==> src/rtl/change_event_logger.sv <==
// rtl/change_event_logger.sv - change detector logging timestamped {old, new} records into a show-ahead FIFO
module change_event_logger #(
    parameter int WIDTH    = 8,
    parameter int TS_WIDTH = 16,
    parameter int DEPTH    = 8
) (
    input  logic                clk,
    input  logic                reset,
    input  logic                enable,
    input  logic [WIDTH-1:0]    sig,
    output logic                evt_valid,
    input  logic                evt_ready,
    output logic [WIDTH-1:0]    evt_old,
    output logic [WIDTH-1:0]    evt_new,
    output logic [TS_WIDTH-1:0] evt_time,
    output logic [WIDTH-1:0]    rise,
    output logic [WIDTH-1:0]    fall,
    output logic                overflow,
    output logic [15:0]         drop_count,
    input  logic                clear_overflow
);

    localparam int AW = $clog2(DEPTH);
    localparam logic [AW:0]         FULL_COUNT = (AW+1)'(DEPTH);
    localparam logic [AW:0]         CNT_ONE    = 1;
    localparam logic [AW-1:0]       PTR_ONE    = 1;
    localparam logic [TS_WIDTH-1:0] TS_ONE     = 1;

    logic [TS_WIDTH-1:0] r_ts;
    logic [WIDTH-1:0]    r_prev;
    logic                r_armed;
    logic [WIDTH-1:0]    r_rise;
    logic [WIDTH-1:0]    r_fall;

    logic [WIDTH-1:0]    r_mem_old  [DEPTH];
    logic [WIDTH-1:0]    r_mem_new  [DEPTH];
    logic [TS_WIDTH-1:0] r_mem_time [DEPTH];
    logic [AW-1:0]       r_wr_ptr;
    logic [AW-1:0]       r_rd_ptr;
    logic [AW:0]         r_count;

    logic                r_overflow;
    logic [15:0]         r_drop_count;

    logic w_live;
    logic w_change;
    logic w_valid;
    logic w_pop;
    logic w_full;
    logic w_push;
    logic w_drop;

    // armed is only set after a primed enabled cycle, so the first sample never logs
    assign w_live   = enable & r_armed;
    assign w_change = w_live & (sig != r_prev);
    assign w_valid  = (r_count != '0);
    assign w_pop    = w_valid & evt_ready;
    assign w_full   = (r_count == FULL_COUNT);
    assign w_push   = w_change & (~w_full | w_pop);
    assign w_drop   = w_change & w_full & ~w_pop;

    always_ff @(posedge clk) begin
        if (reset) begin
            r_ts    <= '0;
            r_prev  <= '0;
            r_armed <= 1'b0;
            r_rise  <= '0;
            r_fall  <= '0;
        end else begin
            r_ts <= r_ts + TS_ONE;
            if (enable) begin
                r_prev  <= sig;
                r_armed <= 1'b1;
            end else begin
                r_armed <= 1'b0;
            end
            r_rise <= w_live ? (sig & ~r_prev) : '0;
            r_fall <= w_live ? (~sig & r_prev) : '0;
        end
    end

    always_ff @(posedge clk) begin
        if (!reset && w_push) begin
            r_mem_old[r_wr_ptr]  <= r_prev;
            r_mem_new[r_wr_ptr]  <= sig;
            r_mem_time[r_wr_ptr] <= r_ts;
        end
    end

    always_ff @(posedge clk) begin
        if (reset) begin
            r_wr_ptr <= '0;
            r_rd_ptr <= '0;
            r_count  <= '0;
        end else begin
            if (w_push) begin
                r_wr_ptr <= r_wr_ptr + PTR_ONE;
            end
            if (w_pop) begin
                r_rd_ptr <= r_rd_ptr + PTR_ONE;
            end
            case ({w_push, w_pop})
                2'b10:   r_count <= r_count + CNT_ONE;
                2'b01:   r_count <= r_count - CNT_ONE;
                default: r_count <= r_count;
            endcase
        end
    end

    // a drop coinciding with a clear restarts the count at one
    always_ff @(posedge clk) begin
        if (reset) begin
            r_overflow   <= 1'b0;
            r_drop_count <= '0;
        end else if (w_drop) begin
            r_overflow <= 1'b1;
            if (clear_overflow) begin
                r_drop_count <= 16'd1;
            end else if (r_drop_count != 16'hFFFF) begin
                r_drop_count <= r_drop_count + 16'd1;
            end
        end else if (clear_overflow) begin
            r_overflow   <= 1'b0;
            r_drop_count <= '0;
        end
    end

    assign evt_valid  = w_valid;
    assign evt_old    = w_valid ? r_mem_old[r_rd_ptr]  : '0;
    assign evt_new    = w_valid ? r_mem_new[r_rd_ptr]  : '0;
    assign evt_time   = w_valid ? r_mem_time[r_rd_ptr] : '0;
    assign rise       = r_rise;
    assign fall       = r_fall;
    assign overflow   = r_overflow;
    assign drop_count = r_drop_count;

endmodule
==> config.mk <==
export PLATFORM = sky130hd
export DESIGN_NAME = change_event_logger
export DESIGN_NICKNAME = d
export VERILOG_FILES = /design/src/rtl/change_event_logger.sv
export SDC_FILE = /design/constraint.sdc
export NUM_CORES = 1
export LEC_CHECK = 0
export CAP_MARGIN = 20
export CELL_PAD_IN_SITES_DETAIL_PLACEMENT = 0
export CELL_PAD_IN_SITES_GLOBAL_PLACEMENT = 1
export CORE_MARGIN = 5
export CORE_UTILIZATION = 30
export DETAILED_ROUTE_END_ITERATION = 8
export DONT_BUFFER_PORTS = 1
export GPL_TIMING_DRIVEN = 0
export PLACE_DENSITY_LB_ADDON = 0.1
export REMOVE_ABC_BUFFERS = 1
export SLEW_MARGIN = 20
export SYNTH_ARGS = -nofsm -noshare
export SYNTH_HDL_FRONTEND = slang
export SYNTH_SLANG_ARGS = --single-unit
==> constraint.sdc <==
create_clock -name clk -period 9.45 [get_ports clk]
set_input_delay 2.835 -clock clk [delete_from_list [all_inputs] [get_ports clk]]
set_output_delay 2.835 -clock clk [all_outputs]
set_load 0.01 [all_outputs]
# After elaboration in Yosys (flattened, before gate mapping)
# Memories as Yosys holds them, arrays and structs flattened. A register that Yosys moved wholly into a read port is not among the register bits.
# Index checks and enable logic that the tools add are counted.
[totals]
romBits = 0
ram_bits = 256
n_memories = 3
register_bits = 68
input_bits = 13
wordCells = 65
latchBits = 0
[memory_table]
columns = ["name", "depth", "width", "rd", "rd_clocked_by_memory_dff", "write_ports", "line_no", "rtl"]
rows = [
  ["r_mem_time", 8, 16, 1, 1, 1, "37", "logic [TS_WIDTH-1:0] r_mem_time [DEPTH];"],
  ["r_mem_new", 8, 8, 1, 1, 1, "36", "logic [WIDTH-1:0] r_mem_new [DEPTH];"],
  ["r_mem_old", 8, 8, 1, 1, 1, "35", "logic [WIDTH-1:0] r_mem_old [DEPTH];"],
]
[op_classes]
reduce_logical = 8
n_shift = 0
n_eq_ne = 5
div = 0
muxes = 19
mul = 0
add_sub_neg = 6
bitwise = 14
magnitude_cmp = 0
[ops]
columns = ["cell", "n"]
rows = [
  ["2-to-1 mux 16 bit", 5],
  ["adder 16 x 1 -> 16 bit (second input constant)", 2],
  ["2-to-1 mux 3 bit", 6],
  ["bitwise AND 8 bit", 2],
  ["2-to-1 mux 8 bit", 2],
  ["!= test 16 bit (second input constant)", 1],
  ["NOT 8 bit", 2],
  ["!= test 8 bit", 1],
  ["case mux 4 bit (2 select lines)", 1],
  ["adder 3 x 1 -> 3 bit (second input constant)", 2],
  ["bitwise AND 1 bit", 6],
  ["nonzero test 2 bit", 3],
  ["2-to-1 mux 1 bit", 5],
  ["adder 4 x 1 -> 4 bit (second input constant)", 1],
  ["== test 4 bit (second input constant)", 1],
  ["nonzero test 4 bit", 1],
  ["subtractor 4 x 1 -> 4 bit (second input constant)", 1],
  ["NOT 1 bit", 3],
  ["== test 2 x 1 -> 1 bit (second input constant)", 1],
  ["== test 2 bit (second input constant)", 1],
  ["AND reduction 2 bit", 1],
  ["OR reduction 2 bit", 1],
  ["logical AND 1 bit", 1],
  ["logical NOT 1 bit", 1],
  ["OR 1 bit", 1],
]

# Depth between registers and ports, before layout
# Gate-level depths: netlist (run 1).
[logic_depth]
word_depth = 7
mapped_depth = 14
depth_no_buf = 12

# Least setup slack after synthesis (run 1)
# Ideal clock, no wire load.
[synth_timing]
path_type = "input port to flip-flop"
startpoint = "input sig[6]"
endpoint = "memory r_mem_new[0][0] (enable)"
stages = 6
slack_ns = 2.017
arrival_time_ns = 6.931
cell_sequence = "inv_1 > ha_1 > nand4_1 > o21bai_1 > or3_1 > nor4_1"
[synth_between]
elab_chain_cells = 6
[synth_rtl]
columns = ["item", "line_no", "rtl"]
rows = [
  ["from (decl)", "10", "input logic [WIDTH-1:0] sig,"],
  ["!= test 8 bit", "55", "assign w_change = w_live & (sig != r_prev);"],
  ["bitwise AND 1 bit", "55", ""],
  ["bitwise AND 1 bit", "59", "assign w_push = w_change & (~w_full | w_pop);"],
  ["logical AND 1 bit", "83", "if (!reset && w_push) begin"],
  ["2-to-1 mux 1 bit", "83", ""],
  ["2-to-1 mux 1 bit (not written as such)", "85", "r_mem_new[r_wr_ptr] <= sig;"],
  ["to (decl)", "36", ""],
]
# No other way between the ends.

# Worst setup path after layout (run 1)
[layout_timing]
startpoint = "input sig[5]"
endpoint = "memory r_mem_time[4][14] (enable)"
[layout_between]
elab_chain_cells = 6
[layout_rtl]
columns = ["item", "line_no", "rtl"]
rows = [
  ["!= test 8 bit", "55", ""],
  ["bitwise AND 1 bit", "55", ""],
  ["bitwise AND 1 bit", "59", ""],
  ["logical AND 1 bit", "83", ""],
  ["2-to-1 mux 1 bit", "83", ""],
  ["2-to-1 mux 1 bit (not written as such)", "86", "r_mem_time[r_wr_ptr] <= r_ts;"],
  ["to (decl)", "37", ""],
]
# No other way between the ends.

==> impl_metrics.toml, run 1 <==
[status]
status = "finished clean"

[synthesis]
dominantRegCellSynth = "edfxtp_1"
synth_top_area_cell = "edfxtp_1"
ys_types = 51
synth_area_um2 = 12900
ys_async_sr_fraction_pct = 0
ys_warn_count = 0
synth_enable_flop_cells = 256
yosys.area.top_type_share_pct = 59.6
yosysSeqAreaShare_pct = 70.7
netlist_instances = 758
synth_area_per_cell_um2 = 17.0
synthTopCellsByArea = "edfxtp_1 (60%), mux4_2 (11%), dfxtp_1 (11%)"
synth-seq-cells = 327

[clock_network]
postCtsHoldBufs = 0
clkTransAtPathRegs_ns = 0.06
cts_resized = 0
post-cts-setup-buffers = 0
clock-sinks = 327
root_buffer = "clkbuf_16"
cts_tree = "built"
numCtsBuffers = 39
cts_buffer_depth = 3
cts.htree.levels = 2
clk_latency_ns = 0.53

[global_routing]
grt_max_degree = 47
grt_pass1_vias = 7236
grtUsageTotal_pct = 13.3
grt_antenna_before_repair = 0
grt.overflow.total = 0
grt_pass1_wl_um = 46800

[place]
dpl.hpwl_um = 19600
dp_cells = 1304
postPlaceCellArea_um2 = 14000
port-buffer-count = 0
place_ws_ns = 3.29
gp_congestion = 0.814

[sta]
hold_viol_final = 0
timing.setup.tns_ns = 0
slew_violations = 0
finalCritPeriodShare_pct = 58.9
max_freq_mhz = 180
fin_ws_ns = 3.88
worst_slew_pin_slew_ns = 0.979
finClkSkew_ns = 0.0108
grt_setup_unrepaired = "false"
relSlewSlack_pct = 34.5
setup_viol = 0
post-route-min-period_ns = 5.57

[floorplanning]
die_y_um = 217
die_area_um2 = 47200
coreArea_um2 = 42800
rows = 76
io_pins = 79
die_x_um = 217
initial_core_util_pct = 30.1

[pwr]
vdd_ir_drop_max_v = 0.000131
pwr-share-comb_pct = 15.2
pwr-share-clk_pct = 40.8
p_seq_share_pct = 44.0
p_sw_w = 0.000947
p_leak_nw = 4.94
internal_power_w = 0.00270
switching_share_pct = 26.0
p_per_area_nw_per_um2 = 238

[routing]
routed_wl_um = 31000
drc = 0
antenna_left = 0
via_per_inst = 4.80
initialDrtViolationCount = 384
wl_per_cell_um = 22.5
num_vias = 6606
drt-pass1-iter-count = 4

[worst_setup_path]
worstSetupPathType = "in2reg"
cp_data_arrival_time_ns = 5.80
critical_path_required_ns = 9.69
critPathLaunchType = "primary input"
crit_slowest_cell = "nor4_2"
cp_top_family = "simple AND/OR/NAND/NOR gates"
worst_setup_path_end_kind = "flop"
cp_num_buf_inv = 5
worstPathCellList = "inv_1, ha_1, nand4_1, o21bai_1, nor2_1, nand2_1, nor4_2, buf_2, buf_4, buf_2, buf_2"
cpPeakStageDelay_ns = 0.53
critPathMaxFanout = 11
crit_top_cell = "buf_2"

[finish]
final_area_um2 = 15300
finalNonFillerCells = 1375
final_layout_size_suffix_gt1_share_pct = 21.2
area_growth_pct = 18.6
nets = 835
num_antenna_cells = 0

[min_path]
hold_path.class = "reg2reg"

[run]
max_cap_viol_count = 0
-- routing by layer --
layer | track usage [%] | routed length (um) | vias to the layer above | share of wire [%]
li1 | - | - | 3012 | -
met1 | 16.9 | 13700 | 3423 | 44
met2 | 22.9 | 15400 | 127 | 50
met3 | 2.88 | 1310 | 44 | 4.2
met4 | 4.04 | 598 | 0 | 1.9
met5 | 0 | 0 | - | 0
-- sequential cells by signal, indices dropped and copies added (netlist names), named ones only --
signal / flops
rise: 8
r_mem_new: 64
r_count: 4
drop_count: 16
r_prev: 8
r_wr_ptr: 3
r_rd_ptr: 3
overflow: 1
r_armed: 1
r_mem_old: 64
r_mem_time: 128
fall: 8
r_ts: 16
-- synth_stat cells (3+ instances only) --
cell type,instances
a21oi_1,16
and2_1,19
buf_1,7
buf_2,9
clkbuf_1,16
dfxtp_1,71
edfxtp_1,256
ha_1,22
inv_1,26
mux2i_1,43
mux4_2,64
nand2_1,22
nand3_1,14
nand4_1,8
nor2_1,74
nor3_1,6
nor4_1,7
o21ai_0,3
o31ai_1,5
or2_2,3
or3_1,5
or4_1,9
xnor2_1,9
xor2_1,12
-- cell usage in the layout (no fill, tap or decap), drive strengths merged, types with 2 or more instances in the layout --
master    Yosys  layout
nor2b         2       2
o211a         2       2
o41ai         2       2
clkbuf       16      50
xor2         12      12
nand3        15      15
nand2        22      22
mux4         64      64
or4           9       9
bufinv        0       4
nand4         8       8
or2           4       4
a21oi        16      16
xnor2         9       9
edfxtp      256     256
inv          27      27
clkinv        0      15
mux2i        44      44
or3           5       5
a31o          2       2
and3          2       2
nor2         75      75
nor4          8       8
clkinvlp      0       2
nor3          6       6
dfxtp        71      71
and2         19      19
o31ai         5       5
ha           22      22
nor3b         2       2
o21ai         4       4
buf          18      34
-- power by group through the flow --
| stage | combinational [W] | clock [W] | sequential [W] |
|---|---|---|---|
| floorplan | 0.000365 | 0 | 0.00165 |
| finish | 0.000554 | 0.00149 | 0.00160 |
| global placement | 0.000505 | 0 | 0.00168 |
| global route | 0.000617 | 0.00160 | 0.00161 |
| detailed placement | 0.000584 | 0 | 0.00164 |
| CTS | 0.000585 | 0.00154 | 0.00160 |
-- metrics by stage --
step	power (W)	util, %	hold slack, ns
2_1_floorplan	0.00201	-	0.447
3_3_place_gp	0.00219	31.4	0.474
3_5_place_dp	0.00222	32.7	0.482
4_1_cts	0.00373	35.7	0.490
5_1_grt	0.00383	35.7	0.517
6_report	0.00365	35.7	0.484
-- area by class of cell --
class	count	area, um2
Sequential cell	327	9120
Multi-Input combinational cell	370	3580
Tap cell	546	683
Inverter	27	101
Clock inverter	21	200
Timing Repair Buffer	34	524
Clock buffer	50	1080
Fill cell	4011	27500
-- worst paths after layout --
kind / startpoint / endpoint / slack (ns) / cells past startpoint
max: sig[5] / r_mem_time[4][14]$_DFFE_PP_ / 3.88 / 11
min: r_rd_ptr[1]$_SDFFE_PP0N_ / flop / 0.48 / 2
max reg2reg: r_prev[5]$_SDFFE_PP0P_ / r_mem_time[4][14]$_DFFE_PP_ / 5.65 / 10
min reg2reg: r_rd_ptr[1]$_SDFFE_PP0N_ / flop / 0.48 / 2
-- worst register-to-register path: cells and delay by family, from the launching register on --
family,cells,cell delay [ns]
adder cells (fa/ha/maj),1,0.35
AO/OA/AOI/OAI,1,0.34
buffers and inverters,4,0.96
AND/OR/NAND/NOR,4,1.32
flip-flops,1,0.54
-- cell families after synthesis --
| logic type | Yosys count | share of synthesized area, % |
|---|---|---|
| AO/OA/AOI/OAI | 39 | 1.99 |
| XOR/XNOR | 21 | 1.43 |
| adder cells (fa/ha/maj) | 23 | 2.29 |
| buffers and inverters | 61 | 1.98 |
| flip-flops | 327 | 70.7 |
| multiplexers | 108 | 14.6 |
| AND/OR/NAND/NOR | 179 | 7.02 |
Note: power is estimated with default switching activity, not from simulation.
==> run 2: changes to the inputs <==
Clock period 9.45 ns to 5.5 ns, I/O delays scaled along.
==> results of run 2 <==
The final DEF is identical to that of run 1. Status: finished clean.
Main changes from that run: setup slack after placement 3.29 ns -> 0.525 ns; setup slack after layout 3.88 ns -> 1.12 ns; register-to-register setup slack 5.65 ns -> 1.70 ns; total power 0.00365 W -> 0.00626 W; worst IR drop on VDD 0.000131 V -> 0.000224 V
==> edit 1 (settings of run 1) <==
Change the parameter `TS_WIDTH` from 16 to 18.
--- a/src/rtl/change_event_logger.sv
+++ b/src/rtl/change_event_logger.sv
@@ -1,7 +1,7 @@
 // rtl/change_event_logger.sv - change detector logging timestamped {old, new} records into a show-ahead FIFO
 module change_event_logger #(
     parameter int WIDTH    = 8,
-    parameter int TS_WIDTH = 16,
+    parameter int TS_WIDTH = 18,
     parameter int DEPTH    = 8
 ) (
     input  logic                clk,
Interface: changed (resized evt_time); port bits go from 79 to 81. No check against the original RTL was run, so the function may have changed too.
==> edit 1 against run 1 <==
- sequential cell count rose by 18
- wire length rose by 5.3%
- count of clock-buffer cells in the layout rose by 7
- synthesized cell count rose by 7.1%
- final area rose by 6.2%
- worst setup slack got worse by 0.051 ns
- synthesized area rose by 6.3%
- power rose by 7.2%
- critical endpoint is now evt_old[0]
==> edit 1: results (changes against run 1) <==
INFO  metric yosysUniqueCellTypes = 60 (was 51)
INFO  metric final_net_count = 897 (was 835)
INFO  metric layout-drive-gt1-share = 22.1% (was 21.2%)
INFO  metric dpl.hpwl = 21500 µm (was 19600 µm)
INFO  metric dpl.cell_count = 1419 (was 1304)
INFO  metric netlist_instances = 812 (was 758)
INFO  metric grtUsageTotal = 13.1% (was 13.3%)
INFO  metric place.gp.congestion = 0.750 (was 0.814)
INFO  metric p_per_area = 240 nW/µm² (was 238 nW/µm²)
INFO  metric preCtsSetupSlack = 3.33 ns (was 3.29 ns)
INFO  metric avgViaCountPerCell = 4.75 (was 4.80)
INFO  metric drt-total-wl = 32600 µm (was 31000 µm)
INFO  metric fin_skew = 0.0159 ns (was 0.0108 ns)
INFO  metric power.share.switching = 25.6% (was 26.0%)
INFO  metric grt_start_max_net_pins = 50 (was 47)
INFO  metric post_synth_mux_area_share = 14.6% (about the same)
INFO  metric synth_compound_area_share = 1.83% (was 1.99%)
INFO  metric drtIter0Drc = 487 (was 384)
INFO  metric power.ir.vdd_worst = 154 µV (was 131 µV)
INFO  metric grt_pass1_vias = 7628 (was 7236)
INFO  metric max-slew-margin-rel = 47.4% (was 34.5%)
INFO  metric power.static_leakage = 5.26 nW (was 4.94 nW)
INFO  metric endpoint_arrival_time_on_the_critical_path = 2.78 ns (was 5.80 ns)
INFO  metric placement_cell_area = 14900 µm² (was 14000 µm²)
INFO  metric ff2ff_path_depth = 9 (was 10)
INFO  metric synth_adder_area_share = 2.15% (was 2.29%)
INFO  metric cts-root-to-sink-buffers = 3 (unchanged)
INFO  metric finish.cell_count_without_fillers = 1491 (was 1375)
INFO  metric synth.yosys.seq_area_share = 70.3% (was 70.7%)
INFO  metric status = completed (unchanged)
INFO  metric drt_pre_antenna_iters = 5 (was 4)
INFO  metric grt_first_pass_wirelength = 49600 µm (was 46800 µm)
INFO  metric reg_top3 = r_mem_time: 144 flops, r_mem_new: 64 flops, r_mem_old: 64 flops (was r_mem_time: 128 flops, r_mem_new: 64 flops, r_mem_old: 64 flops)
INFO  metric number_of_fill_cells_in_the_layout = 4283 (was 4011)
INFO  metric synth-xor-area-share = 1.66% (was 1.43%)
INFO  metric cts-buffers-inserted = 40 (was 39)
edit 1: cell types whose count changed after synthesis, moves of 5 or more:
cell / change
edfxtp_1: +16
nand2_1: +6
and3_1: +6
or4_1: -7
nor2_1: +9
inv_1: -7
clkbuf_1: +6
and4_1: +5
edit 1: worst paths after layout:
check / end / from / slack [ns]
min reg2reg: flip-flop / r_rd_ptr[1] / 0.47
min: flip-flop / r_rd_ptr[1] / 0.47
max reg2reg: r_mem_new[4][0] / r_prev[5] / 5.83
max: evt_old[0] / flip-flop / 3.83
edit 1: worst max-delay path: stages (launching register included):
cell	delay (ns)
dfxtp_4	0.61
buf_12	0.28
buf_16	0.27
mux4_2	0.53
mux2i_1	0.34
nor2_1	0.17
edit 1: layout make-up:
class / instances / area, µm² / share of cell area (%)
Sequential cell: 345 / 9640 / 59.4
Multi-Input combinational cell: 408 / 3890 / 24.0
Clock buffer: 57 / 1140 / 6.99
Tap cell: 600 / 751 / 4.62
Timing Repair Buffer: 45 / 517 / 3.18
Clock inverter: 15 / 225 / 1.39
Inverter: 21 / 78.8 / 0.485
edit 1: cell families after synthesis:
group,count (synthesis)
flops,345
simple gates,208
mux,113
buf+inv,59
compound gates,38
xor+xnor,26
fa+ha+maj,23
edit 1: power groups by stage:
stage,registers (mW),clock network [mW],logic (mW)
global route,1.71,1.71,0.676
detailed placement,1.74,0,0.634
CTS,1.71,1.64,0.634
finish,1.71,1.59,0.609
floorplan,1.75,0,0.426
global placement,1.79,0,0.576
edit 1: metal layers:
layer | vias to the layer above | GRT usage (%) | part of all wire, %
li1 | 3227 | - | -
met4 | 0 | 4.23 | 2.3
met3 | 46 | 3.25 | 5.2
met5 | - | 0 | 0
met1 | 3672 | 17.0 | 44
met2 | 137 | 21.8 | 49
==> edit 2 (settings of run 1) <==
Made on the original files. One comparison of `r_count` changes from == to >=.
--- a/src/rtl/change_event_logger.sv
+++ b/src/rtl/change_event_logger.sv
@@ -55,7 +55,7 @@
     assign w_change = w_live & (sig != r_prev);
     assign w_valid  = (r_count != '0);
     assign w_pop    = w_valid & evt_ready;
-    assign w_full   = (r_count == FULL_COUNT);
+    assign w_full   = (r_count >= FULL_COUNT);
     assign w_push   = w_change & (~w_full | w_pop);
     assign w_drop   = w_change & w_full & ~w_pop;
 
Behaviour: no difference found for any inputs over 4 cycles, from zero or initial values and one cycle with reset high; that may be too few to reach the edited logic, so the function may still have changed.
==> edit 2 against run 1 <==
- first-iteration DRC count shrank 10%
- wire length shrank 3.0%
- hold slack lost 0.014 ns
- combinational power grew 17%
- power grew 0.60%
- final area is essentially flat
- sequential cell count is the same
- synthesized area grew 0.49%
- die area grew 0.47%
- worst setup slack gained 0.016 ns
==> edit 2: results (changes against run 1) <==
INFO  metric avgViaCountPerCell = 4.65 (was 4.80)
INFO  metric synth_compound_area_share = 2.70% (was 1.99%)
INFO  metric place.gp.congestion = 0.708 (was 0.814)
INFO  metric yosysUniqueCellTypes = 53 (was 51)
INFO  metric cts-root-to-sink-buffers = 3 (unchanged)
INFO  metric finish.cell_count_without_fillers = 1407 (was 1375)
INFO  metric yosys-top-cells-area = edfxtp_1, mux4_2, dfxtp_1 (unchanged)
INFO  metric worst_pin_slew = 1.05 ns (was 0.979 ns)
INFO  metric per_cell_routed_wire_length = 21.4 µm (was 22.5 µm)
INFO  metric cpLargestDelayFamily = multiplexers (was simple AND/OR/NAND/NOR gates)
INFO  metric post_synthesis_async_set_or_reset_flop_share = 0% (unchanged)
INFO  metric dpl.hpwl = 19200 µm (was 19600 µm)
INFO  metric cp-start-kind = flip-flop (was input pin)
INFO  metric cts-buffers-inserted = 38 (was 39)
INFO  metric grt_first_pass_wirelength = 45500 µm (was 46800 µm)
INFO  metric routed-wl-met3 = 1530 µm (was 1310 µm)
INFO  metric regToRegStartpoint = r_prev[4] (was r_prev[5])
INFO  metric met2WireLength = 15600 µm (was 15400 µm)
INFO  metric grt_pass1_vias = 7084 (was 7236)
INFO  metric crit-reg2reg-capture = r_mem_time[1][12] (was r_mem_time[4][14])
INFO  metric dpl.cell_count = 1337 (was 1304)
INFO  metric drtIter0Drc = 345 (was 384)
INFO  metric final_net_count = 828 (was 835)
INFO  metric hold_ws = 0.470 ns (was 0.484 ns)
INFO  metric met1_length = 12400 µm (was 13700 µm)
INFO  metric synth.cells.most_frequent = edfxtp_1, nor2_1, dfxtp_1, mux4_2, mux2i_1 (unchanged)
INFO  metric cp-endpoint = evt_new[5] (was r_mem_time[4][14])
INFO  metric avgSynthCellArea = 17.2 µm² (was 17.0 µm²)
INFO  metric timing.critical_path.slowest_stage_cell = mux4_2 (was nor4_2)
INFO  metric cts.repair_timing.setup_buffer_count = 0 (unchanged)
INFO  metric grt_start_max_net_pins = 44 (was 47)
INFO  metric worst_path_maximum_fanout = 31 (was 11)
INFO  metric setup_ws_post_layout = 3.90 ns (was 3.88 ns)
INFO  metric fin_skew = 0.0160 ns (was 0.0108 ns)
INFO  metric post_synth_mux_area_share = 14.4% (was 14.6%)
INFO  metric ff2ff_path_depth = 7 (was 10)
INFO  metric layout-drive-gt1-share = 20.7% (was 21.2%)
INFO  metric power.ir.vdd_worst = 125 µV (was 131 µV)
INFO  metric synth_adder_area_share = 2.28% (was 2.29%)
INFO  metric status = completed (unchanged)
INFO  metric endpoint_arrival_time_on_the_critical_path = 2.72 ns (was 5.80 ns)
INFO  metric grtUsageTotal = 12.8% (was 13.3%)
INFO  metric synth.yosys.seq_area_share = 70.3% (was 70.7%)
INFO  metric power.static_leakage = 4.88 nW (was 4.94 nW)
INFO  metric synth-xor-area-share = 1.76% (was 1.43%)
INFO  metric worst-r2r-setup-slack = 5.88 ns (was 5.65 ns)
INFO  metric placement_cell_area = 14100 µm² (was 14000 µm²)
edit 2: cell types whose count changed after synthesis, moves of 6 or more:
| cell | change |
|---|---|
| nand2_1 | -6 |
| xnor2_1 | +8 |
| or4_1 | -9 |
| nor4_1 | -6 |
| nor2_1 | +11 |
edit 2: layer usage:
metal / vias to the layer above / global-route usage [%]
li1: 2986 / -
met4: 0 / 3.27
met2: 115 / 22.7
met3: 44 / 3.17
met5: - / 0
met1: 3402 / 15.7
edit 2: power by group:
group | switching, mW | total, mW | internal [mW] | leakage, nW
Clock | 0.550 | 1.40 | 0.854 | 0.584
Combinational | 0.366 | 0.648 | 0.282 | 1.37
Sequential | 0.0469 | 1.61 | 1.57 | 2.93
Total | 0.963 | 3.67 | 2.70 | 4.88
edit 2: layout make-up:
type | instances | area, µm²
inverters | 24 | 90.1
repair buffers | 29 | 488
fillers | 4038 | 27600
multi-input cells | 372 | 3660
clock inverters | 14 | 114
flip-flops and latches | 327 | 9120
clock buffers | 56 | 1090
well taps | 585 | 732
